===== src/rtl/serial_pkg.sv =====
// ------------------------------------------------------------------
// serial_pkg : shared widths and state encodings for the serial link
// Rev 1.0
// ------------------------------------------------------------------
`default_nettype none

package serial_pkg;

  localparam int BYTE_W    = 8;
  localparam int BIT_CNT_W = 3;

  typedef enum logic [0:0] {
    RX_IDLE = 1'b0,
    RX_RECV = 1'b1
  } rx_state_t;

  // Upstream parallel-to-serial stage
  typedef enum logic [0:0] {
    TX_IDLE  = 1'b0,
    TX_SHIFT = 1'b1
  } tx_state_t;

endpackage

`default_nettype wire


===== src/rtl/srl2prl_if.sv =====
// ------------------------------------------------------------------
// srl2prl_if : serial input, parallel valid/ready output and status
// Rev 1.0
// ------------------------------------------------------------------
`default_nettype none

interface srl2prl_if #(
  parameter int DEPTH = 4
);
  import serial_pkg::*;

  logic                   srl;
  logic                   valid;
  logic [BYTE_W-1:0]      prl;
  logic                   prl_valid;
  logic                   prl_ready;
  logic [$clog2(DEPTH):0] level;
  logic                   overflow;
  logic                   frame_err;
  logic                   clr;

  modport master (
    output srl, valid, prl_ready, clr,
    input  prl, prl_valid, level, overflow, frame_err
  );

  modport slave (
    input  srl, valid, prl_ready, clr,
    output prl, prl_valid, level, overflow, frame_err
  );

endinterface

`default_nettype wire


===== src/rtl/sync_fifo.sv =====
// ------------------------------------------------------------------
// sync_fifo : first-word-fall-through FIFO, head word read from storage
// Rev 1.0
// ------------------------------------------------------------------
`default_nettype none

module sync_fifo #(
  parameter int WIDTH = 8,
  parameter int DEPTH = 4
) (
  input  logic                   clock,
  input  logic                   rst,
  input  logic                   push,
  input  logic [WIDTH-1:0]       wdata,
  input  logic                   pop,
  output logic [WIDTH-1:0]       rdata,
  output logic [$clog2(DEPTH):0] level,
  output logic                   full,
  output logic                   empty
);

  localparam int PTR_W = $clog2(DEPTH);
  localparam logic [PTR_W:0] LVL_FULL = (PTR_W+1)'(DEPTH);

  logic [WIDTH-1:0] mem [DEPTH];
  logic [PTR_W-1:0] wr_ptr;
  logic [PTR_W-1:0] rd_ptr;
  logic             do_push;
  logic             do_pop;

  assign empty   = (level == '0);
  assign full    = (level == LVL_FULL);
  assign do_pop  = pop && !empty;
  // A full FIFO still accepts a write when a read frees a slot this cycle
  assign do_push = push && (!full || do_pop);
  assign rdata   = mem[rd_ptr];

  always_ff @(posedge clock or negedge rst) begin
    if (!rst) begin
      for (int i = 0; i < DEPTH; i++) mem[i] <= '0;
      wr_ptr <= '0;
      rd_ptr <= '0;
      level  <= '0;
    end else begin
      if (do_push) begin
        mem[wr_ptr] <= wdata;
        wr_ptr      <= wr_ptr + PTR_W'(1);
      end
      if (do_pop) rd_ptr <= rd_ptr + PTR_W'(1);
      case ({do_push, do_pop})
        2'b10:   level <= level + (PTR_W+1)'(1);
        2'b01:   level <= level - (PTR_W+1)'(1);
        default: level <= level;
      endcase
    end
  end

endmodule

`default_nettype wire


===== src/rtl/srl2prl.sv =====
// ------------------------------------------------------------------
// srl2prl : MSB-first serial-to-byte receiver with FWFT output FIFO
// Rev 1.0
// ------------------------------------------------------------------
`default_nettype none

module srl2prl
  import serial_pkg::*;
#(
  parameter int DEPTH   = 4,
  parameter int GAP_MAX = 4
) (
  input logic      clock,
  input logic      rst,
  srl2prl_if.slave bus
);

  localparam int GAP_W = 4;
  localparam logic [BIT_CNT_W-1:0] LAST_BIT = BIT_CNT_W'(BYTE_W-1);
  localparam logic [GAP_W-1:0]     GAP_LAST = GAP_W'(GAP_MAX-1);

  rx_state_t            state;
  logic [BYTE_W-1:0]    shreg;
  logic [BIT_CNT_W-1:0] bit_cnt;
  logic [GAP_W-1:0]     gap_cnt;
  logic                 overflow_q;
  logic                 frame_err_q;

  logic                 push;
  logic                 pop;
  logic                 full;
  logic                 empty;
  logic                 gap_hit;
  logic [BYTE_W-1:0]    byte_in;

  assign push    = bus.valid && (bit_cnt == LAST_BIT);
  assign byte_in = {shreg[BYTE_W-2:0], bus.srl};
  assign pop     = bus.prl_valid && bus.prl_ready;
  // Gaps only count against a partial byte; idle gaps are free
  assign gap_hit = (state == RX_RECV) && !bus.valid && (gap_cnt == GAP_LAST);

  assign bus.prl_valid = !empty;
  assign bus.overflow  = overflow_q;
  assign bus.frame_err = frame_err_q;

  sync_fifo #(
    .WIDTH (BYTE_W),
    .DEPTH (DEPTH)
  ) u_fifo (
    .clock (clock),
    .rst   (rst),
    .push  (push),
    .wdata (byte_in),
    .pop   (pop),
    .rdata (bus.prl),
    .level (bus.level),
    .full  (full),
    .empty (empty)
  );

  always_ff @(posedge clock or negedge rst) begin
    if (!rst) begin
      state       <= RX_IDLE;
      shreg       <= '0;
      bit_cnt     <= '0;
      gap_cnt     <= '0;
      overflow_q  <= 1'b0;
      frame_err_q <= 1'b0;
    end else begin
      if (bus.valid) begin
        shreg   <= byte_in;
        gap_cnt <= '0;
        if (push) begin
          bit_cnt <= '0;
          state   <= RX_IDLE;
        end else begin
          bit_cnt <= bit_cnt + BIT_CNT_W'(1);
          state   <= RX_RECV;
        end
      end else if (state == RX_RECV) begin
        if (gap_hit) begin
          shreg   <= '0;
          bit_cnt <= '0;
          gap_cnt <= '0;
          state   <= RX_IDLE;
        end else begin
          gap_cnt <= gap_cnt + GAP_W'(1);
        end
      end

      // A same-cycle set beats clr
      if (push && full && !pop) overflow_q <= 1'b1;
      else if (bus.clr)         overflow_q <= 1'b0;

      if (gap_hit)      frame_err_q <= 1'b1;
      else if (bus.clr) frame_err_q <= 1'b0;
    end
  end

endmodule

`default_nettype wire


===== src/flat_wrapper.sv =====
// flat-port wrapper written by rule: the top's interface ports become plain ports
module srl2prl_flat import serial_pkg::*;
#(
  parameter int DEPTH   = 4,
  parameter int GAP_MAX = 4
)
  (clock, rst, bus_srl, bus_valid, bus_prl_ready, bus_clr, bus_prl, bus_prl_valid, bus_level, bus_overflow, bus_frame_err);
  srl2prl_if #(.DEPTH(DEPTH)) bus_i ();
  input logic clock;
  input logic rst;
  input wire logic [$bits(bus_i.srl)-1:0] bus_srl;
  input wire logic [$bits(bus_i.valid)-1:0] bus_valid;
  input wire logic [$bits(bus_i.prl_ready)-1:0] bus_prl_ready;
  input wire logic [$bits(bus_i.clr)-1:0] bus_clr;
  output wire logic [$bits(bus_i.prl)-1:0] bus_prl;
  output wire logic [$bits(bus_i.prl_valid)-1:0] bus_prl_valid;
  output wire logic [$bits(bus_i.level)-1:0] bus_level;
  output wire logic [$bits(bus_i.overflow)-1:0] bus_overflow;
  output wire logic [$bits(bus_i.frame_err)-1:0] bus_frame_err;
  assign bus_i.srl = bus_srl;
  assign bus_i.valid = bus_valid;
  assign bus_i.prl_ready = bus_prl_ready;
  assign bus_i.clr = bus_clr;
  assign bus_prl = bus_i.prl;
  assign bus_prl_valid = bus_i.prl_valid;
  assign bus_level = bus_i.level;
  assign bus_overflow = bus_i.overflow;
  assign bus_frame_err = bus_i.frame_err;
  srl2prl #(.DEPTH(DEPTH), .GAP_MAX(GAP_MAX)) u_core (.clock(clock), .rst(rst), .bus(bus_i));
endmodule

===== config.mk =====
export PLATFORM = sky130hd
export DESIGN_NAME = srl2prl_flat
export DESIGN_NICKNAME = d
export VERILOG_FILES = /design/src/rtl/serial_pkg.sv /design/src/rtl/srl2prl_if.sv /design/src/rtl/sync_fifo.sv /design/src/rtl/srl2prl.sv /design/src/flat_wrapper.sv
export SDC_FILE = /design/constraint.sdc
export NUM_CORES = 1
export LEC_CHECK = 0
export ABC_AREA = 1
export CORE_ASPECT_RATIO = 0.75
export CORE_UTILIZATION = 67
export CTS_CLUSTER_DIAMETER = 60
export CTS_CLUSTER_SIZE = 20
export DETAILED_ROUTE_END_ITERATION = 10
export DONT_BUFFER_PORTS = 1
export PLACE_DENSITY = 0.94
export SLEW_MARGIN = 20
export SYNTH_ARGS = -nofsm -noshare
export SYNTH_HDL_FRONTEND = slang
export SYNTH_HIERARCHICAL = 1
export SYNTH_SLANG_ARGS = --single-unit

===== constraint.sdc =====
create_clock -name clock -period 3.68 [get_ports clock]
set_clock_uncertainty 0.15 [all_clocks]
set_input_delay 0.92 -clock clock [delete_from_list [all_inputs] [get_ports clock]]
set_output_delay 0.92 -clock clock [all_outputs]
set_load 0.05 [all_outputs]

==> impl_metrics.env, run 1 <==
export IMPL_status="complete, no violations"
export IMPL_grt_pass1_wl_um=10600
export IMPL_worstPathArrival_ps=1970
export IMPL_initial_utilization_pct=73.0
export IMPL_setup_viol=0
export IMPL_drt_iter0_drc=313
export IMPL_die_h_um=57.9
export IMPL_row_count=19
export IMPL_finalSetupTns_ps=0
export IMPL_multi_input_area_um2=1190
export IMPL_slew_viol_final=0
export IMPL_fillers=246
export IMPL_grt_max_degree=57
export IMPL_core_region_area_um2=3830
export IMPL_numCtsBuffers=5
export IMPL_worstMarginPinSlew_ps=633
export IMPL_area_growth_pct=3.49
export IMPL_dp_cells=369
export IMPL_wirelength_um=6320
export IMPL_io_pins=20
export IMPL_gp_congestion=0.812
export IMPL_period_share_pct=82.5
export IMPL_post_cts_setup_buffers=0
export IMPL_grt_usage_pct=31.7
export IMPL_ctsHoldBuffers=0
export IMPL_avgViaCountPerCell=6.33
export IMPL_clockRootBuffer="clkbuf_8"
export IMPL_fin_cells=376
export IMPL_ff2ff_path_depth=10
export IMPL_finalWorstSetupSlack_ps=644
export IMPL_synthCells=325
export IMPL_ant_nets=0
export IMPL_cts_resized=0
export IMPL_die_area_um2=4440
export IMPL_syn_cell_area_um2=2790
export IMPL_die_w_um=76.6
export IMPL_pwr_density_cell_nw_per_um2=792
export IMPL_rsz0062_at_grt="no"
export IMPL_drive_gt1_share_pct=7.41
export IMPL_peakVddDrop_v=0.000563
export IMPL_gr_total_overflow=0
export IMPL_place_ws_ps=1000
export IMPL_maxCapViolCount=0
export IMPL_cts_tree="yes"
export IMPL_antenna_cells=0
export IMPL_final_common_cell="nand2_1"
export IMPL_drc=0
export IMPL_crit_required_ps=2610
export IMPL_antenna_found_initial=0
export IMPL_yosys_register_bits=56
export IMPL_crit_family="flip-flops"
export IMPL_layout_common_cells="107 x nand2_1, 56 x dfrtp_1, 33 x nand4_1"
export IMPL_ff_latch_area_um2=1400
export IMPL_worstSetupPathType="flip-flop to output pin"
export IMPL_via_count=2379
export IMPL_clock_latency_ps=300
export IMPL_ys_seq_area_share_pct=50.2
export IMPL_end_kind="output pin"
export IMPL_clk_pin_slew_ps=90
export IMPL_cp_depth=4
export IMPL_portBuffers=0
export IMPL_synth_cell_types=24
export IMPL_start_kind="flip-flop"
export IMPL_drt_first_pass_iters=5
export IMPL_routedWlPerCell_um=16.8
export IMPL_clk_path_buf_depth=2
export IMPL_leakagePower_nw=1.51
export IMPL_holdCritPathClass="input port to async pin"
export IMPL_relSlewSlack_pct=57.8
export IMPL_hpwl_um=4120
export IMPL_syn_nets=340
export IMPL_htreeDepth=2
export IMPL_nets=339
export IMPL_slowest_delay_ps=670
export IMPL_max_freq_mhz=329
export IMPL_cts_sinks=56
export IMPL_hold_viol=0
export IMPL_syn_area_per_cell_um2=8.60
export IMPL_crit_fanout=18
export IMPL_ys_warn_count=6
export IMPL_cp_slowest_cell="dfrtp_1"
export IMPL_grt_pass1_vias=2241
export IMPL_period_needed_ps=3040
export IMPL_cp_num_buf_inv=2
export IMPL_path_cells="inv_1 > o21ai_0 > o22ai_1 > buf_4"
==> cells in the mapped netlist (all sizes together) <==
cell    number  area (um^2)
buf         16          113
a22o         1         8.76
inv         21         78.8
dfrtp       56         1400
clkbuf       2         7.51
o21ai       21          105
fa           1         20.0
xor2         2         17.5
a21oi        1         5.00
ha           8          100
nor2        22         87.6
xnor2        3         26.3
o22ai       10         62.6
nand2      107          402
nor3         1         5.00
nand3b       1         7.51
nand4       33          206
nand3       19          140
==> registers in the layout (all words and copies together), names as in the netlist <==
name / cells
u_core/bus.frame_err: 1
u_core/u_fifo/mem: 32
u_core/gap_cnt: 4
u_core/bus.overflow: 1
u_core/shreg: 7
u_core/u_fifo/level: 3
u_core/bit_cnt: 3
u_core/state: 1
u_core/u_fifo/rd_ptr: 2
u_core/u_fifo/wr_ptr: 2
==> metal layers <==
layer	share of wire, %	global-route usage, %
met4	2.7	17.0
met5	0	0
met2	45	48.5
met3	10	8.50
met1	42	42.1
==> cell type report <==
cell class	count	area share, %
flip-flops and latches	56	48.5
multi-input cells	230	41.3
inverters	21	2.73
repair buffers	10	2.60
clock buffers	6	2.51
well taps	52	2.25
clock inverters	1	0.173
==> cells by family (layout without fill, tap and decap cells) <==
logic type	count (synthesis)	after routing	synth area share, %
DFF	56	56	50.2
xor gates and xnor gates	5	5	1.57
AOI/OAI and AO/OA	33	33	6.49
buffers and inverters	39	38	7.12
adders and majority gates	9	9	4.30
and+or+nand+nor	183	183	30.4
==> report_power, final <==
part           internal [mW]  switching (mW)
clock                  0.130           0.183
sequential             0.757           0.230
combinational          0.302           0.690
==> stage by stage <==
| stage | cell area [um^2] | power, mW | hold WS (ps) | util (%) |
|---|---|---|---|---|
| final | 2890 | 2.29 | 147 | 75.5 |
| after global routing | 2890 | 2.43 | 121 | 75.5 |
| after CTS | 2890 | 2.27 | 143 | 75.5 |
| after detailed placement | 2810 | 1.96 | 304 | 73.5 |
| after global placement | 2810 | 1.90 | 299 | 73.5 |
| after floorplan | 2790 | 1.74 | 287 | - |
==> final timing paths <==
path	start	endpoint	slack, ps
setup / recovery	u_core/u_fifo/rd_ptr[0]$_DFFE_PN0P_	bus_prl[6]	640
hold / removal	rst	u_core/gap_cnt[1]$_DFFE_PN0P_	150
setup reg to reg	u_core/u_fifo/level[2]$_DFFE_PN0P_	u_core/u_fifo/mem[14]$_DFFE_PN0P_	860
hold reg to reg	u_core/u_fifo/mem[9]$_DFFE_PN0P_	u_core/u_fifo/mem[9]$_DFFE_PN0P_	320
max in group asynchronous	rst	u_core/u_fifo/mem[28]$_DFFE_PN0P_	3150
min in group clock	u_core/u_fifo/mem[9]$_DFFE_PN0P_	u_core/u_fifo/mem[9]$_DFFE_PN0P_	320
Power figures use the tool's default switching activity.
==> inputs of run 2 (changes only) <==
--- a/config.mk
+++ b/config.mk
@@ -7,12 +7,12 @@
 export LEC_CHECK = 0
 export ABC_AREA = 1
 export CORE_ASPECT_RATIO = 0.75
-export CORE_UTILIZATION = 67
+export CORE_UTILIZATION = 63
 export CTS_CLUSTER_DIAMETER = 60
 export CTS_CLUSTER_SIZE = 20
 export DETAILED_ROUTE_END_ITERATION = 10
 export DONT_BUFFER_PORTS = 1
-export PLACE_DENSITY = 0.94
+export PLACE_DENSITY = 0.9
 export SLEW_MARGIN = 20
 export SYNTH_ARGS = -nofsm -noshare
 export SYNTH_HDL_FRONTEND = slang
==> constraint.sdc (replaced) <==
create_clock -name clock -period 2.9 [get_ports clock]
set_clock_uncertainty 0.15 [all_clocks]
set_input_delay 0.725 -clock clock [delete_from_list [all_inputs] [get_ports clock]]
set_output_delay 0.725 -clock clock [all_outputs]
set_load 0.05 [all_outputs]
==> run 2 against run 1 <==
Cell area grew 2.8%. Sequential power grew 14%. Die area grew 6.1%. Critical path type unchanged. Largest cell class unchanged. Largest power group unchanged. Highest routed layer unchanged.
==> impl_metrics.env, run 2 (same netlist as run 1, synthesis figures left out) <==
export IMPL_fillers=284
export IMPL_row_count=20
export IMPL_start_kind="flip-flop"
export IMPL_clk_path_buf_depth=2
export IMPL_period_share_pct=91.3
export IMPL_startpoint="u_core/u_fifo/rd_ptr[1]$_DFFE_PN0P_"
export IMPL_rsz0062_at_grt="no"
export IMPL_core_region_area_um2=4150
export IMPL_final_common_cell="nand2_1"
export IMPL_die_w_um=78.9
export IMPL_cts_tree="yes"
export IMPL_hold_viol=0
export IMPL_finalSetupTns_ps=0
export IMPL_period_needed_ps=2650
export IMPL_worstMarginPinSlew_ps=532
export IMPL_holdCritPathClass="input port to async pin"
export IMPL_io_pins=20
export IMPL_crit_family="buffers and inverters"
export IMPL_wirelength_um=6400
export IMPL_initial_utilization_pct=67.3
export IMPL_slowest_delay_ps=540
export IMPL_timing_hold_ws_ps=103
export IMPL_clockRootBuffer="clkbuf_8"
export IMPL_worstPathArrival_ps=1770
export IMPL_ant_nets=0
export IMPL_crit_required_ps=2030
export IMPL_gp_congestion=0.823
export IMPL_grt_pass1_vias=2091
export IMPL_ff2ff_path_depth=11
export IMPL_setup_viol=0
export IMPL_post_cts_setup_buffers=0
export IMPL_cts_sinks=56
export IMPL_finalWorstSetupSlack_ps=253
export IMPL_r2r_end="u_core/u_fifo/level[2]$_DFFE_PN0P_"
export IMPL_grt_max_degree=57
export IMPL_numCtsBuffers=5
export IMPL_gr_total_overflow=0
export IMPL_clock_latency_ps=310
export IMPL_antenna_cells=0
export IMPL_cts_resized=0
export IMPL_status="complete, no violations"
export IMPL_hpwl_um=4090
export IMPL_die_area_um2=4710
export IMPL_r2r_setup_slack_ps=610
export IMPL_ctsHoldBuffers=1
export IMPL_worstSetupPathType="flip-flop to output pin"
export IMPL_htreeDepth=2
export IMPL_grt_usage_pct=29.3
export IMPL_peakVddDrop_v=0.000586
export IMPL_p_total_mw=3.03
export IMPL_area_growth_pct=6.36
export IMPL_routedWlPerCell_um=16.7
export IMPL_place_ws_ps=573
export IMPL_portBuffers=0
export IMPL_maxCapViolCount=0
export IMPL_clk_pin_slew_ps=100
export IMPL_drive_gt1_share_pct=9.12
export IMPL_drt_iter0_drc=341
export IMPL_grt_pass1_wl_um=10100
export IMPL_via_count=2369
export IMPL_end_kind="output pin"
export IMPL_antenna_found_initial=0
export IMPL_leakagePower_nw=1.55
export IMPL_worstReg2RegStart="u_core/bit_cnt[0]$_DFFE_PN0P_"
export IMPL_cp_num_buf_inv=2
export IMPL_crit_fanout=11
export IMPL_relSlewSlack_pct=64.5
export IMPL_slew_viol_final=0
export IMPL_largest_register="u_core/u_fifo/mem"
export IMPL_top_regs="u_core/u_fifo/mem (32), u_core/shreg (7), u_core/gap_cnt (4)"
export IMPL_drc=0
export IMPL_cp_slowest_cell="dfrtp_1"
export IMPL_path_cells="inv_1 > o21ai_0 > o22ai_1 > buf_4"
export IMPL_layout_common_cells="107 x nand2_1, 56 x dfrtp_1, 33 x nand4_1"
export IMPL_max_freq_mhz=378
export IMPL_die_h_um=59.7
export IMPL_largest_reg_flops=32
export IMPL_drt_first_pass_iters=6
export IMPL_pwr_density_cell_nw_per_um2=1020
export IMPL_avgViaCountPerCell=6.17
export IMPL_nets=344
-- run 2: how the worst max path moves through the flow --
stage / endpoint / slack, ps / cells past startpoint
after floorplan: u_core/u_fifo/level[2]$_DFFE_PN0P_ / 360 / 14
after global placement: u_core/u_fifo/level[2]$_DFFE_PN0P_ / 660 / 10
after detailed placement: u_core/u_fifo/level[2]$_DFFE_PN0P_ / 570 / 10
after CTS: bus_prl[6] / 350 / 4
after global routing: bus_prl[6] / 250 / 4
final: bus_prl[6] / 250 / 4
-- run 2: worst reg2reg max path: cells and delay by family, from the launching register on --
kind | cells | cell delay, ps
xor gates and xnor gates | 1 | 150
adders and majority gates | 4 | 990
buffers and inverters | 2 | 130
DFF | 1 | 410
and+or+nand+nor | 4 | 360
-- run 2: layout make-up --
cell class	count	area [um^2]	area share [%]
clock buffer	7	96.3	3.24
multi-input combinational	230	1190	40.2
sequential	56	1400	47.2
tap	55	68.8	2.32
timing repair buffer	15	133	4.46
inverter	21	78.8	2.65
-- run 2: metal layers --
layer	global-route usage, %	wire length (um)	vias up
met5	0	0	-
met4	10.9	97	0
met3	7.02	609	17
met2	45.6	2920	121
met1	40.7	2780	1142
li1	-	-	1089
-- run 2: stage by stage --
step / instance area, um^2 / utilization [%] / cells
floorplan: 2790 / - / 325
global route: 2970 / 71.5 / 384
finish: 2970 / 71.5 / 384
CTS: 2970 / 71.5 / 384
global placement: 2850 / 68.6 / 376
detailed placement: 2850 / 68.6 / 376
-- run 2: power breakdown --
| part | total [mW] | internal [mW] | switching [mW] |
|---|---|---|---|
| Clock | 0.457 | 0.213 | 0.244 |
| Sequential | 1.12 | 0.962 | 0.160 |
| Combinational | 1.45 | 0.422 | 1.03 |
| Total | 3.03 | 1.60 | 1.43 |
==> inputs of run 3 (changes only) <==
--- a/config.mk
+++ b/config.mk
@@ -6,7 +6,7 @@
 export NUM_CORES = 1
 export LEC_CHECK = 0
 export ABC_AREA = 1
-export CORE_ASPECT_RATIO = 0.75
+export CORE_ASPECT_RATIO = 1.1
 export CORE_UTILIZATION = 63
 export CTS_CLUSTER_DIAMETER = 60
 export CTS_CLUSTER_SIZE = 20
==> run 3 against run 2 <==
Sequential power hardly changed. Critical endpoint is now bus_prl[2]. Cell count stayed put. Combinational power is 3% lower. Power is 0.13% lower. Count of clock-buffer cells in the layout is 1 lower. Critical path depth stayed put. Cell area is 0.34% higher. Non-clock buffer count stayed put. Fmax is 6.9% higher. First-iteration DRC count is 20% lower. Highest routed layer unchanged. Die area hardly changed.
==> impl_metrics.env, run 3 (same netlist as run 1, synthesis figures left out) <==
export IMPL_largest_reg_flops=32
export IMPL_cts_sinks=56
export IMPL_die_w_um=65.5
export IMPL_path_cells="inv_1 > o21ai_0 > o22ai_1 > buf_4"
export IMPL_ff2ff_path_depth=14
export IMPL_worstMarginPinSlew_ps=497
export IMPL_cts_tree="yes"
export IMPL_met3_usage_pct=4.78
export IMPL_nets=344
export IMPL_r2r_end="u_core/u_fifo/level[2]$_DFFE_PN0P_"
export IMPL_stdcell_area_um2=2980
export IMPL_gr_total_overflow=0
export IMPL_row_count=25
export IMPL_dp_cells=375
export IMPL_routedWlPerCell_um=14.5
export IMPL_drive_gt1_share_pct=9.09
export IMPL_numCtsBuffers=5
export IMPL_period_share_pct=85.3
export IMPL_clock_latency_ps=310
export IMPL_maxCapViolCount=0
export IMPL_start_kind="flip-flop"
export IMPL_die_h_um=71.8
export IMPL_fin_cells=384
export IMPL_fillers=336
export IMPL_peakVddDrop_v=0.000828
export IMPL_slowest_delay_ps=530
export IMPL_via_count=2186
export IMPL_grt_pass1_wl_um=9860
export IMPL_end_kind="output pin"
export IMPL_io_pins=20
export IMPL_grt_max_degree=57
export IMPL_met1_usage_pct=37.4
export IMPL_rsz0062_at_grt="no"
export IMPL_antenna_found_initial=0
export IMPL_worstSetupPathType="flip-flop to output pin"
export IMPL_die_area_um2=4710
export IMPL_initial_utilization_pct=65.2
export IMPL_clockRootBuffer="clkbuf_8"
export IMPL_grt_busiest_layer="met2"
export IMPL_clk_path_buf_depth=2
export IMPL_max_freq_mhz=404
export IMPL_slew_viol_final=0
export IMPL_hold_viol=0
export IMPL_utilization_pct=69.6
export IMPL_cp_slowest_cell="dfrtp_1"
export IMPL_period_needed_ps=2480
export IMPL_layout_common_cells="107 x nand2_1, 56 x dfrtp_1, 33 x nand4_1"
export IMPL_crit_fanout=11
export IMPL_cp_num_buf_inv=2
export IMPL_ant_nets=0
export IMPL_worstPathArrival_ps=1600
export IMPL_timing_hold_ws_ps=109
export IMPL_largest_register="u_core/u_fifo/mem"
export IMPL_drc=0
export IMPL_use_met2_pct=45.7
export IMPL_final_common_cell="nand2_1"
export IMPL_htreeDepth=2
export IMPL_area_growth_pct=6.72
export IMPL_core_region_area_um2=4290
export IMPL_antenna_cells=0
export IMPL_pwr_density_cell_nw_per_um2=1010
export IMPL_portBuffers=0
export IMPL_clk_pin_slew_ps=90
export IMPL_leakagePower_nw=1.56
export IMPL_crit_family="flip-flops"
export IMPL_grt_usage_pct=27.9
export IMPL_drt_iter0_drc=273
export IMPL_drt_first_pass_iters=4
export IMPL_crit_required_ps=2030
export IMPL_status="complete, no violations"
export IMPL_worstReg2RegStart="u_core/u_fifo/level[1]$_DFFE_PN0P_"
export IMPL_finalSetupTns_ps=0
export IMPL_holdCritPathClass="input port to async pin"
export IMPL_avgViaCountPerCell=5.69
export IMPL_relSlewSlack_pct=66.8
export IMPL_grt_pass1_vias=2132
export IMPL_top_regs="u_core/u_fifo/mem (32), u_core/shreg (7), u_core/gap_cnt (4)"
export IMPL_wirelength_um=5580
export IMPL_setup_viol=0
export IMPL_hpwl_um=3760
export IMPL_dpl_cell_area_um2=2850
export IMPL_gp_congestion=0.791
export IMPL_r2r_setup_slack_ps=570
run 3: area by class of cell:
| type | count | area, um^2 | area share (%) |
|---|---|---|---|
| Tap cell | 54 | 67.6 | 2.27 |
| Sequential cell | 56 | 1400 | 47.0 |
| Timing Repair Buffer | 15 | 133 | 4.45 |
| Clock inverter | 2 | 35.0 | 1.17 |
| Inverter | 21 | 78.8 | 2.64 |
| Clock buffer | 6 | 72.6 | 2.43 |
| Multi-Input combinational cell | 230 | 1190 | 40.0 |
run 3: metal layers:
layer  wire length (um)  up-vias
li1                   -     1092
met1               2470     1024
met2               2690       63
met3                327        7
met4                 82        0
met5                  0        -
run 3: through the flow:
step / total power, mW / worst slack, ps
after floorplan: 2.21 / 358
after global placement: 2.47 / 628
after detailed placement: 2.50 / 527
after CTS: 3.03 / 430
after global routing: 3.23 / 272
final: 3.02 / 425
run 3: repair_timing:
action                                 in CTS  in global routing
hold buffers                                1                  0
setup buffers                               0                  0
gates resized for setup                     0                  0
endpoints found under the hold margin      56                  0
run 3: report_power, final:
group	leakage (nW)	total [mW]	internal, mW	switching [mW]
clock network	0.0552	0.504	0.257	0.248
registers	0.747	1.12	0.962	0.153
logic	0.756	1.40	0.421	0.983
run 3: worst max-delay path by stage:
stage	end	cells past startpoint	slack, ps	start
2_1_floorplan	u_core/u_fifo/level[2]$_DFFE_PN0P_	14	360	u_core/u_fifo/level[1]$_DFFE_PN0P_
3_3_place_gp	u_core/u_fifo/level[2]$_DFFE_PN0P_	10	630	bus_prl_ready
3_5_place_dp	u_core/u_fifo/level[2]$_DFFE_PN0P_	10	530	bus_prl_ready
4_1_cts	bus_prl[2]	4	430	u_core/u_fifo/rd_ptr[0]$_DFFE_PN0P_
5_1_grt	bus_prl[4]	4	270	u_core/u_fifo/rd_ptr[0]$_DFFE_PN0P_
6_report	bus_prl[2]	4	420	u_core/u_fifo/rd_ptr[1]$_DFFE_PN0P_
